$ cat src/rtl/wb_pkg.sv
// wb_pkg: shared types and limits for the Wishbone SRAM responder
package wb_pkg;
  localparam int MAX_READ_LATENCY = 4;
  typedef enum logic {ST_INIT, ST_ACTIVE} state_t;
  typedef struct packed {
    logic valid;
    logic err;
    logic is_read;
  } wb_resp_t;
endpackage

$ cat src/rtl/wb_resp_pipe.sv
// wb_resp_pipe: fixed-latency delay line of bus responses with synchronous flush
module wb_resp_pipe
  import wb_pkg::*;
#(
  parameter int LATENCY = 2
) (
  input  logic     clk_i,
  input  logic     flush,
  input  wb_resp_t req,
  output wb_resp_t rsp
);
  wb_resp_t [LATENCY-1:0] stage;
  // shift accepted requests toward the bus; a flush drops everything in flight
  always_ff @(posedge clk_i) begin
    if (flush) stage <= '0;
    else begin
      stage[0] <= req;
      for (int s = 1; s < LATENCY; s++) stage[s] <= stage[s-1];
    end
  end
  assign rsp = stage[LATENCY-1];
endmodule

$ cat src/rtl/wb_sram_responder.sv
// wb_sram_responder: pipelined Wishbone B4 slave in front of a synchronous single-port SRAM
module wb_sram_responder
  import wb_pkg::*;
#(
  parameter int ADDR_W       = 32,
  parameter int DATA_W       = 32,
  parameter int DEPTH_LOG2   = 12,
  parameter int READ_LATENCY = 2,
  parameter int INIT_ZERO    = 1
) (
  input  logic                  clk_i,
  input  logic                  rst_i,
  input  logic                  wb_cyc_i,
  input  logic                  wb_stb_i,
  input  logic                  wb_we_i,
  input  logic [ADDR_W-1:0]     wb_addr_i,
  input  logic [DATA_W-1:0]     wb_wdata_i,
  input  logic [DATA_W/8-1:0]   wb_sel_i,
  output logic                  wb_stall_o,
  output logic                  wb_ack_o,
  output logic                  wb_err_o,
  output logic                  wb_rty_o,
  output logic [DATA_W-1:0]     wb_rdata_o,
  output logic                  mem_en_o,
  output logic [DATA_W/8-1:0]   mem_we_o,
  output logic [DEPTH_LOG2-1:0] mem_addr_o,
  output logic [DATA_W-1:0]     mem_wdata_o,
  input  logic [DATA_W-1:0]     mem_rdata_i
);
  state_t                state, state_nx;
  logic [DEPTH_LOG2-1:0] init_cnt;
  logic                  init, accept, in_range, hit;
  wb_resp_t              req, rsp;
  // state register; reset always restarts the zero-fill when it is enabled
  always_ff @(posedge clk_i) begin
    if (rst_i) state <= (INIT_ZERO != 0) ? ST_INIT : ST_ACTIVE;
    else state <= state_nx;
  end
  // zero-fill address walks the whole array once, one word per cycle
  always_ff @(posedge clk_i) begin
    if (rst_i || state != ST_INIT) init_cnt <= '0;
    else init_cnt <= init_cnt + 1'b1;
  end
  // next state, address decode and SRAM/bus drive; everything is held quiet while in reset
  always_comb begin
    state_nx    = (state == ST_INIT && &init_cnt) ? ST_ACTIVE : state;
    init        = ~rst_i & (state == ST_INIT);
    accept      = ~rst_i & (state == ST_ACTIVE) & wb_cyc_i & wb_stb_i;
    in_range    = (wb_addr_i >> DEPTH_LOG2) == '0;
    hit         = accept & in_range;
    wb_stall_o  = rst_i ? (INIT_ZERO != 0) : (state == ST_INIT);
    mem_en_o    = init | hit;
    mem_we_o    = init ? '1 : (hit & wb_we_i) ? wb_sel_i : '0;
    mem_addr_o  = init ? init_cnt : accept ? wb_addr_i[DEPTH_LOG2-1:0] : '0;
    mem_wdata_o = accept ? wb_wdata_i : '0;
    req         = '{valid: accept, err: ~in_range, is_read: ~wb_we_i};
    wb_ack_o    = ~rst_i & wb_cyc_i & rsp.valid & ~rsp.err;
    wb_err_o    = ~rst_i & wb_cyc_i & rsp.valid & rsp.err;
    wb_rdata_o  = (wb_ack_o & rsp.is_read) ? mem_rdata_i : '0;
  end
  assign wb_rty_o = 1'b0;
  wb_resp_pipe #(.LATENCY(READ_LATENCY)) u_pipe (
    .clk_i (clk_i),
    .flush (~wb_cyc_i | rst_i),
    .req   (req),
    .rsp   (rsp)
  );
endmodule
$ cat config.mk
export PLATFORM = sky130hd
export DESIGN_NAME = wb_sram_responder
export DESIGN_NICKNAME = d
export VERILOG_FILES = /design/src/rtl/wb_pkg.sv /design/src/rtl/wb_resp_pipe.sv /design/src/rtl/wb_sram_responder.sv
export SDC_FILE = /design/constraint.sdc
export NUM_CORES = 1
export LEC_CHECK = 0
export CORE_MARGIN = 2
export CORE_UTILIZATION = 25
export CTS_CLUSTER_SIZE = 14
export DETAILED_ROUTE_END_ITERATION = 10
export GPL_TIMING_DRIVEN = 0
export HOLD_SLACK_MARGIN = 0.12
export PLACE_DENSITY = 0.82
export SLEW_MARGIN = 0
export SYNTH_ARGS = -nofsm -noshare
export SYNTH_HDL_FRONTEND = slang
export SYNTH_SLANG_ARGS = --single-unit
$ cat constraint.sdc
create_clock -name clk_i -period 1.9 [get_ports clk_i]
set_clock_uncertainty 0.2 [all_clocks]
set_input_delay 0.38 -clock clk_i [delete_from_list [all_inputs] [get_ports clk_i]]
set_output_delay 0.38 -clock clk_i [all_outputs]
set_load 0.02 [all_outputs]
# Word-level counts from Yosys, hierarchy flattened
# Cells that the tools add are included.
# word_totals
reg_bits,19
wordCells,39
in_bits,105
# classes
reduce_logical,4
n_addsub,1
n_bitwise,19
muxes,7
# op_table
operator,n
$mux W32,2
$logic_not A32 Y1,1
$mux W12,2
$add A12 B1 Y12 const B,1
$reduce_and A12 Y1,1
$and A1 B1 Y1,11
$mux W4,2
$not A1 Y1,6
$or A1 B1 Y1,2
$logic_and A1 B1 Y1,1
$logic_or A1 B1 Y1,1
$mux W1,1

# Logic depth before layout (Yosys ltp)
# Gate-level depths: netlist of run 1.
# logic_depth
word_depth,8
depth_mapped,5
mapped_depth_nobuf,4

# Cells and area by module
# From an unflattened synthesis of run 1, not the netlist that was laid out.
# hier_totals
hier_cells,193
area_unflattened_um2,1451.4
# by_module_without_submodules
module,cells_per_inst,area_each_um2,instances
wb_sram_responder,178,1271.2,1
wb_resp_pipe,15,180.2,1

# Worst setup path after synthesis of run 1
# Ideal clock, no wire load.
# synth_timing
path_kind,in2out
startpoint,in rst_i
endpoint,out mem_we_o[2]
setup_slack_ns,-0.288
arrival_time_ns,1.608
path_buffers,2
path_stages,5
path_cell_list,and4b_1 > clkbuf_1 > buf_2 > nand3_1 > o31ai_1
# synth_between
elab_chain_cells,8
# synth_rtl
element,line,source
start: declaration,wb_sram_responder.sv:12,"input logic rst_i,"
$not A1 Y1 *,"wb_sram_responder.sv:47, wb_sram_responder.sv:48",
$and A1 B1 Y1 (3 in a row),wb_sram_responder.sv:48,accept = ~rst_i & (state == ST_ACTIVE) & wb_cyc_i & wb_stb_i;
$and A1 B1 Y1,wb_sram_responder.sv:50,hit = accept & in_range;
$and A1 B1 Y1,wb_sram_responder.sv:53,mem_we_o = init ? '1 : (hit & wb_we_i) ? wb_sel_i : '0;
$mux W4,wb_sram_responder.sv:53,
$mux W4 *,wb_sram_responder.sv:53,
end: declaration,wb_sram_responder.sv:25,"output logic [DATA_W/8-1:0] mem_we_o,"
# Mark *: on every way between the ends. The rest lies on a longest branch, timed or not.

# Worst setup path after layout of run 1
# layout_timing
startpoint,in wb_addr_i[26]
endpoint,out mem_we_o[2]
# layout_between
elab_chain_cells,5
# layout_rtl
element,line,source
start: declaration,wb_sram_responder.sv:16,"input logic [ADDR_W-1:0] wb_addr_i,"
$logic_not A32 Y1,wb_sram_responder.sv:49,in_range = (wb_addr_i >> DEPTH_LOG2) == '0;
$and A1 B1 Y1,wb_sram_responder.sv:50,
$and A1 B1 Y1,wb_sram_responder.sv:53,
$mux W4 (2 in a row),wb_sram_responder.sv:53,
# No other way between the ends.

==> results of run 1 <==
-- registers in the layout, indices dropped and copies added (netlist names) --
name	count
init_cnt	12
u_pipe.rsp	3
u_pipe.stage	3
state	1
-- critical path: stages --
cell,delay [ns]
clkdlybuf4s15_1,0.22
nor4_4,0.18
nand3_2,0.11
buf_6,0.15
buf_4,0.13
o31ai_4,0.23
buf_6,0.15
-- metrics by stage --
stage / cells / utilization, % / setup TNS (ns)
3_3_place_gp: 446 / 63.7 / -94.34
3_5_place_dp: 446 / 63.7 / -96.86
6_report: 472 / 74.3 / -8.41
5_1_grt: 472 / 74.3 / -12.37
4_1_cts: 470 / 71.2 / -10.92
2_1_floorplan: 186 / - / -0.0501
-- layout by cell type (no fill, tap or decap), types with 2 or more instances in the layout --
| cell | n |
|---|---|
| nand3_1 | 4 |
| dfxtp_2 | 4 |
| nand3_2 | 3 |
| or3_1 | 3 |
| dlygate4sd2_1 | 4 |
| nand4_2 | 2 |
| o21ai_0 | 6 |
| nand3_4 | 3 |
| and4b_4 | 2 |
| inv_1 | 3 |
| o31ai_4 | 4 |
| buf_4 | 28 |
| nand2b_1 | 2 |
| a22o_1 | 9 |
| nor4_4 | 5 |
| and2_1 | 26 |
| clkdlybuf4s50_1 | 80 |
| nand2_1 | 6 |
| and2_4 | 42 |
| a21oi_1 | 7 |
| clkbuf_8 | 6 |
| dfxtp_1 | 15 |
| buf_8 | 10 |
| nor2_1 | 5 |
| or4_1 | 4 |
| clkbuf_2 | 4 |
| o31ai_1 | 4 |
| buf_2 | 14 |
| xnor2_1 | 2 |
| buf_6 | 70 |
| clkdlybuf4s15_1 | 6 |
-- cell families (layout without fill, tap and decap cells) --
| logic type | count (synthesis) | in the layout | share of synthesized area (%) |
|---|---|---|---|
| adder cells (fa/ha/maj) | 1 | 1 | 0.887 |
| buffers and inverters | 15 | 229 | 4.88 |
| AO/OA/AOI/OAI | 33 | 33 | 16.0 |
| AND/OR/NAND/NOR | 114 | 114 | 49.2 |
| XOR/XNOR | 3 | 3 | 1.86 |
| flip-flops | 19 | 19 | 27.0 |
| other | 1 | 1 | 0.266 |
-- per-layer routing --
metal  vias to the layer above  global-route usage, %
li1                       1069                      -
met1                       991                   25.0
met2                        95                   44.9
met3                        10                   4.66
met4                         0                   6.55
met5                         -                      0
-- where the power goes --
part           internal, µW  total (µW)  leakage, µW  switching (µW)
logic                   224         324      0.00159             100
registers               407         416     0.000156            8.72
clock network           146         286    0.0000255             140
-- timing repair --
action                                  in CTS  in global routing
gates cloned                                 5                  1
pin swaps                                   50                  8
setup buffers                               15                  3
hold endpoints to repair                     0                  0
endpoints found under the setup margin      89                 83
resized for setup                          589                 71
-- cell type report --
| class | count | area [µm²] |
|---|---|---|
| Inverter | 3 | 11.3 |
| Buffer | 10 | 136 |
| Clock buffer | 3 | 41.3 |
| Sequential cell | 19 | 385 |
| Fill cell | 396 | 1410 |
| Multi-Input combinational cell | 152 | 1280 |
| Tap cell | 72 | 90.1 |
| Timing Repair Buffer | 212 | 2110 |
| Clock inverter | 1 | 5.00 |
-- final timing paths --
path | startpoint | endpoint | slack (ns) | cells after the start
worst min-delay path | u_pipe.stage[1]$_SDFF_PP0_ | u_pipe.rsp[1]$_SDFF_PP0_ | 0.23 | 1
worst min register to register | u_pipe.stage[1]$_SDFF_PP0_ | u_pipe.rsp[1]$_SDFF_PP0_ | 0.23 | 1
worst max-delay path | wb_addr_i[26] | mem_we_o[2] | -0.23 | 7
worst max register to register | init_cnt[0]$_SDFF_PN0_ | init_cnt[10]$_SDFF_PN0_ | 0.14 | 4
-- Yosys cell counts (3+ instances only) --
| master | count |
|---|---|
| or3_1 | 3 |
| and2_1 | 68 |
| inv_1 | 3 |
| nor2_1 | 6 |
| nand3_1 | 10 |
| clkbuf_1 | 9 |
| or4_1 | 4 |
| o31ai_1 | 8 |
| o21ai_0 | 7 |
| a21oi_1 | 7 |
| nor4_1 | 5 |
| a22o_1 | 9 |
| dfxtp_1 | 19 |
| nand2_1 | 7 |
==> results by group, run 1 <==
Yosys
  • Post-synth cell types: 30
  • Sequential share of the synthesized area: 27.0%
  • Cell taking the most area after synthesis: and2_1
  • Async S/R FF share, synth: 0%
  • Avg Inst Size Synth: 7.58 µm²
  • Post-synth top area share: 30.2%
  • EDFF count, synth: 0
  • Syn Nets: 292
  • Top_reg_cell synth: dfxtp_1
  • Synth warn: 0
  • Synth top area cells: and2_1 30%, dfxtp_1 27%, a22o_1 5.6%
  • Cells after synthesis: 186
  • #FFs+latches synth: 19
  • Synthesized area: 1410 µm²

Global routing
  • Initial antenna violation count: 0
  • Congestion Overflow GR: 0
  • Overall routing resource usage: 23.1%
  • Via count of the first global-routing pass: 2,115
  • Largest net degree at the start of global routing: 12
  • First-pass GRT wire length: 11,300 µm

Routing
  • Initial DRT Pass Iterations: 4
  • Iteration-0 DRC count of the detailed router: 42
  • DR DRC count: 0
  • Post-DRT Antenna Nets: 0
  • Post-DR vias/cell: 4.59
  • Max layer used: met4
  • M1 WL: 3000 µm
  • Post-Route WL: 8080 µm
  • WL met3: 554 µm
  • Routed vias: 2,165
  • Routed wire length per instance: 17.1 µm
  • Routed wl met2: 4370 µm

STA
  • RSZ-0062 raised after global routing: true
  • Final setup fails: 79
  • Final Hold Viols: 0
  • Max Slew Vio Count: 0
  • Setup ws final: -0.233 ns
  • Tcrit/Tclk final: 112%
  • Tmin final: 2.13 ns
  • Max Clk Rate: 469 MHz
  • Hold WS: 0.233 ns

Setup path
  • Worst path arrival time: 1.55 ns
  • Crit-path max FO: 5
  • Crit start category: input pin
  • Crit Path Category: input pin to output port
  • CP required: 1.32 ns
  • CP endpoint kind: output port

Clock network
  • Clk root buf: clkbuf_8
  • CTS Sinks: 19
  • Clock transition at path regs: 0.07 ns
  • Max clock buf depth: 2
  • CTS Hold Buffers Added: 0
  • Num CTS Buffers: 3
  • H-Tree Depth: 1
  • CTS tree: done
  • Clock Latency Late Sink: 0.26 ns

Worst hold path
  • Worst Hold Class: flop to flop

Final layout
  • Diode count: 0
  • Share of cells above drive strength 1: 51.7%
  • Fin nets: 507
  • Final Instance Area: 4070 µm²
  • Layout area overhead: 188%

Placement
  • Dpl cell area: 3490 µm²
  • I/O Buffers: 188
  • RePlAce Congestion: 0.820
  • DP HPWL: 5480 µm
  • Placement Setup Slack: -1.32 ns

Power and ir drop
  • Leak Pwr: 0.00177 µW
  • Pwr Density: 252 nW/µm²
  • Overall power: 1030 µW
  • Maximum vdd drop: 275 µV

Die
  • Core ar.: 5470 µm²
  • Die Area: 6260 µm²
  • Starting Density: 25.8%
  • I/O pin total: 190
  • Number of core rows: 27
  • Die Y-Extent: 79.1 µm
  • Die Width: 79.1 µm

Run
  • MaxCap Viol Count: 0

Run status
  • Status: finished with violations
  • Failing checks: setup timing
Note: power is estimated with default switching activity, not from simulation.
==> run 2, diff against run 1 <==
Settings changed: CTS_CLUSTER_SIZE 14 to not set, PLACE_DENSITY 0.82 to not set, PLACE_DENSITY_LB_ADDON set to 0.08.
==> results by group, run 2 (synthesis results as in run 1) <==
Run status
  • Status: finished with violations
  • Failing checks: setup timing

Global routing
  • Largest net degree at the start of global routing: 12
  • Via count of the first global-routing pass: 2,045
  • Congestion Overflow GR: 0
  • Initial antenna violation count: 0
  • First-pass GRT wire length: 10,500 µm
  • Overall routing resource usage: 21.2%

Clock network
  • Max clock buf depth: 2
  • CTS Sinks: 19
  • Clock Latency Late Sink: 0.25 ns
  • H-Tree Depth: 1
  • Clock transition at path regs: 0.07 ns
  • Num CTS Buffers: 3
  • Clk root buf: clkbuf_8
  • CTS tree: done

STA
  • Final setup fails: 80
  • Final Hold Viols: 0
  • Setup TNS: -8.74 ns
  • Tmin final: 2.10 ns
  • Setup ws final: -0.205 ns
  • Max Clk Rate: 475 MHz
  • Tcrit/Tclk final: 111%
  • RSZ-0062 raised after global routing: true
  • Max Slew Vio Count: 0

Die
  • Starting Density: 25.8%
  • Die Area: 6260 µm²
  • Die Width: 79.1 µm
  • Number of core rows: 27
  • Core ar.: 5470 µm²
  • Die Y-Extent: 79.1 µm
  • I/O pin total: 190

Setup path
  • Crit-path max FO: 6
  • Crit start category: flop
  • Crit-path cells: and4b_4, buf_8, nand3_4, o31ai_4, buf_6
  • Crit Path Category: flop to output port
  • Delay-heaviest family, CP: simple AND/OR/NAND/NOR gates
  • CP endpoint kind: output port
  • Worst path bufs/invs: 2
  • Slowest cell on the critical path: dfxtp_4
  • CP required: 1.32 ns
  • Worst path arrival time: 1.52 ns
  • Slowest cell delay on critical path: 0.37 ns

Final layout
  • Most flops, register: init_cnt
  • Fin nets: 506
  • Share of cells above drive strength 1: 56.4%
  • Final Instance Area: 4220 µm²
  • Fillers: 401
  • Layout area overhead: 199%
  • Max reg flops: 12
  • Final cell count without fillers: 471
  • Commonest non-fill, non-tap cells in the layout: 80 x buf_6, 80 x clkdlybuf4s50_1, 59 x and2_4, 17 x buf_4, 17 x dfxtp_1
  • Diode count: 0

Routing
  • Routed wire length per instance: 15.9 µm
  • DR DRC count: 0
  • Post-DRT Antenna Nets: 0
  • Routed vias: 2,155
  • Post-DR vias/cell: 4.58
  • Initial DRT Pass Iterations: 4
  • Post-Route WL: 7500 µm
  • Iteration-0 DRC count of the detailed router: 32

Power and ir drop
  • Maximum vdd drop: 495 µV
  • Leak Pwr: 0.00183 µW
  • Pwr Density: 239 nW/µm²
  • Overall power: 1010 µW

Worst hold path
  • Worst Hold Class: flop to flop

Placement
  • RePlAce Congestion: 0.765
  • Dpl cell area: 3490 µm²
  • DP HPWL: 5450 µm
  • Cells after DPL: 446
  • Placement Setup Slack: -1.30 ns
  • I/O Buffers: 188

Run
  • MaxCap Viol Count: 0
==> run 2: metrics by stage <==
stage,util [%],hold WS (ns)
floorplan,-,0.206
global placement,63.7,0.211
detailed placement,63.7,0.212
CTS,72.9,0.226
global route,77.1,0.247
finish,77.1,0.227
==> run 2: repair_timing <==
action | CTS | global route
hold buffers | 0 | 0
endpoints found under the hold margin | 0 | 0
setup endpoints to repair | 89 | 84
cloned | 5 | 3
setup buffers | 6 | 8
pin swaps | 49 | 44
gates resized for setup | 619 | 79
==> run 2: per-layer routing <==
layer / part of all wire [%] / global-route usage [%]
met1: 34 / 22.6
met2: 58 / 41.8
met3: 6.1 / 3.98
met4: 1.1 / 5.86
met5: 0 / 0
==> run 2: final cells by class <==
cell class	instances	area (µm²)	share of cell area (%)
Clock inverter	1	5.00	0.119
Inverter	3	11.3	0.267
Clock buffer	3	41.3	0.979
Multi-Input combinational cell	152	1370	32.4
Sequential cell	19	385	9.14
Tap cell	72	90.1	2.14
Buffer	11	163	3.86
Timing Repair Buffer	210	2160	51.1
==> run 2: power by group <==
part / switching, µW / total [µW] / internal, µW / leakage, µW
logic: 98.1 / 316 / 218 / 0.00165
clock network: 131 / 277 / 146 / 0.0000255
registers: 8.91 / 414 / 405 / 0.000155
total: 239 / 1010 / 769 / 0.00183
==> run 2: final timing paths <==
path | start | to | slack, ns | cells after the start
worst min register to register | u_pipe.stage[1]$_SDFF_PP0_ | u_pipe.rsp[1]$_SDFF_PP0_ | 0.23 | 1
worst max-delay path | state$_SDFFE_PP0P_ | mem_we_o[2] | -0.20 | 5
worst min-delay path | u_pipe.stage[1]$_SDFF_PP0_ | u_pipe.rsp[1]$_SDFF_PP0_ | 0.23 | 1
worst max register to register | init_cnt[0]$_SDFF_PN0_ | init_cnt[10]$_SDFF_PN0_ | 0.12 | 4
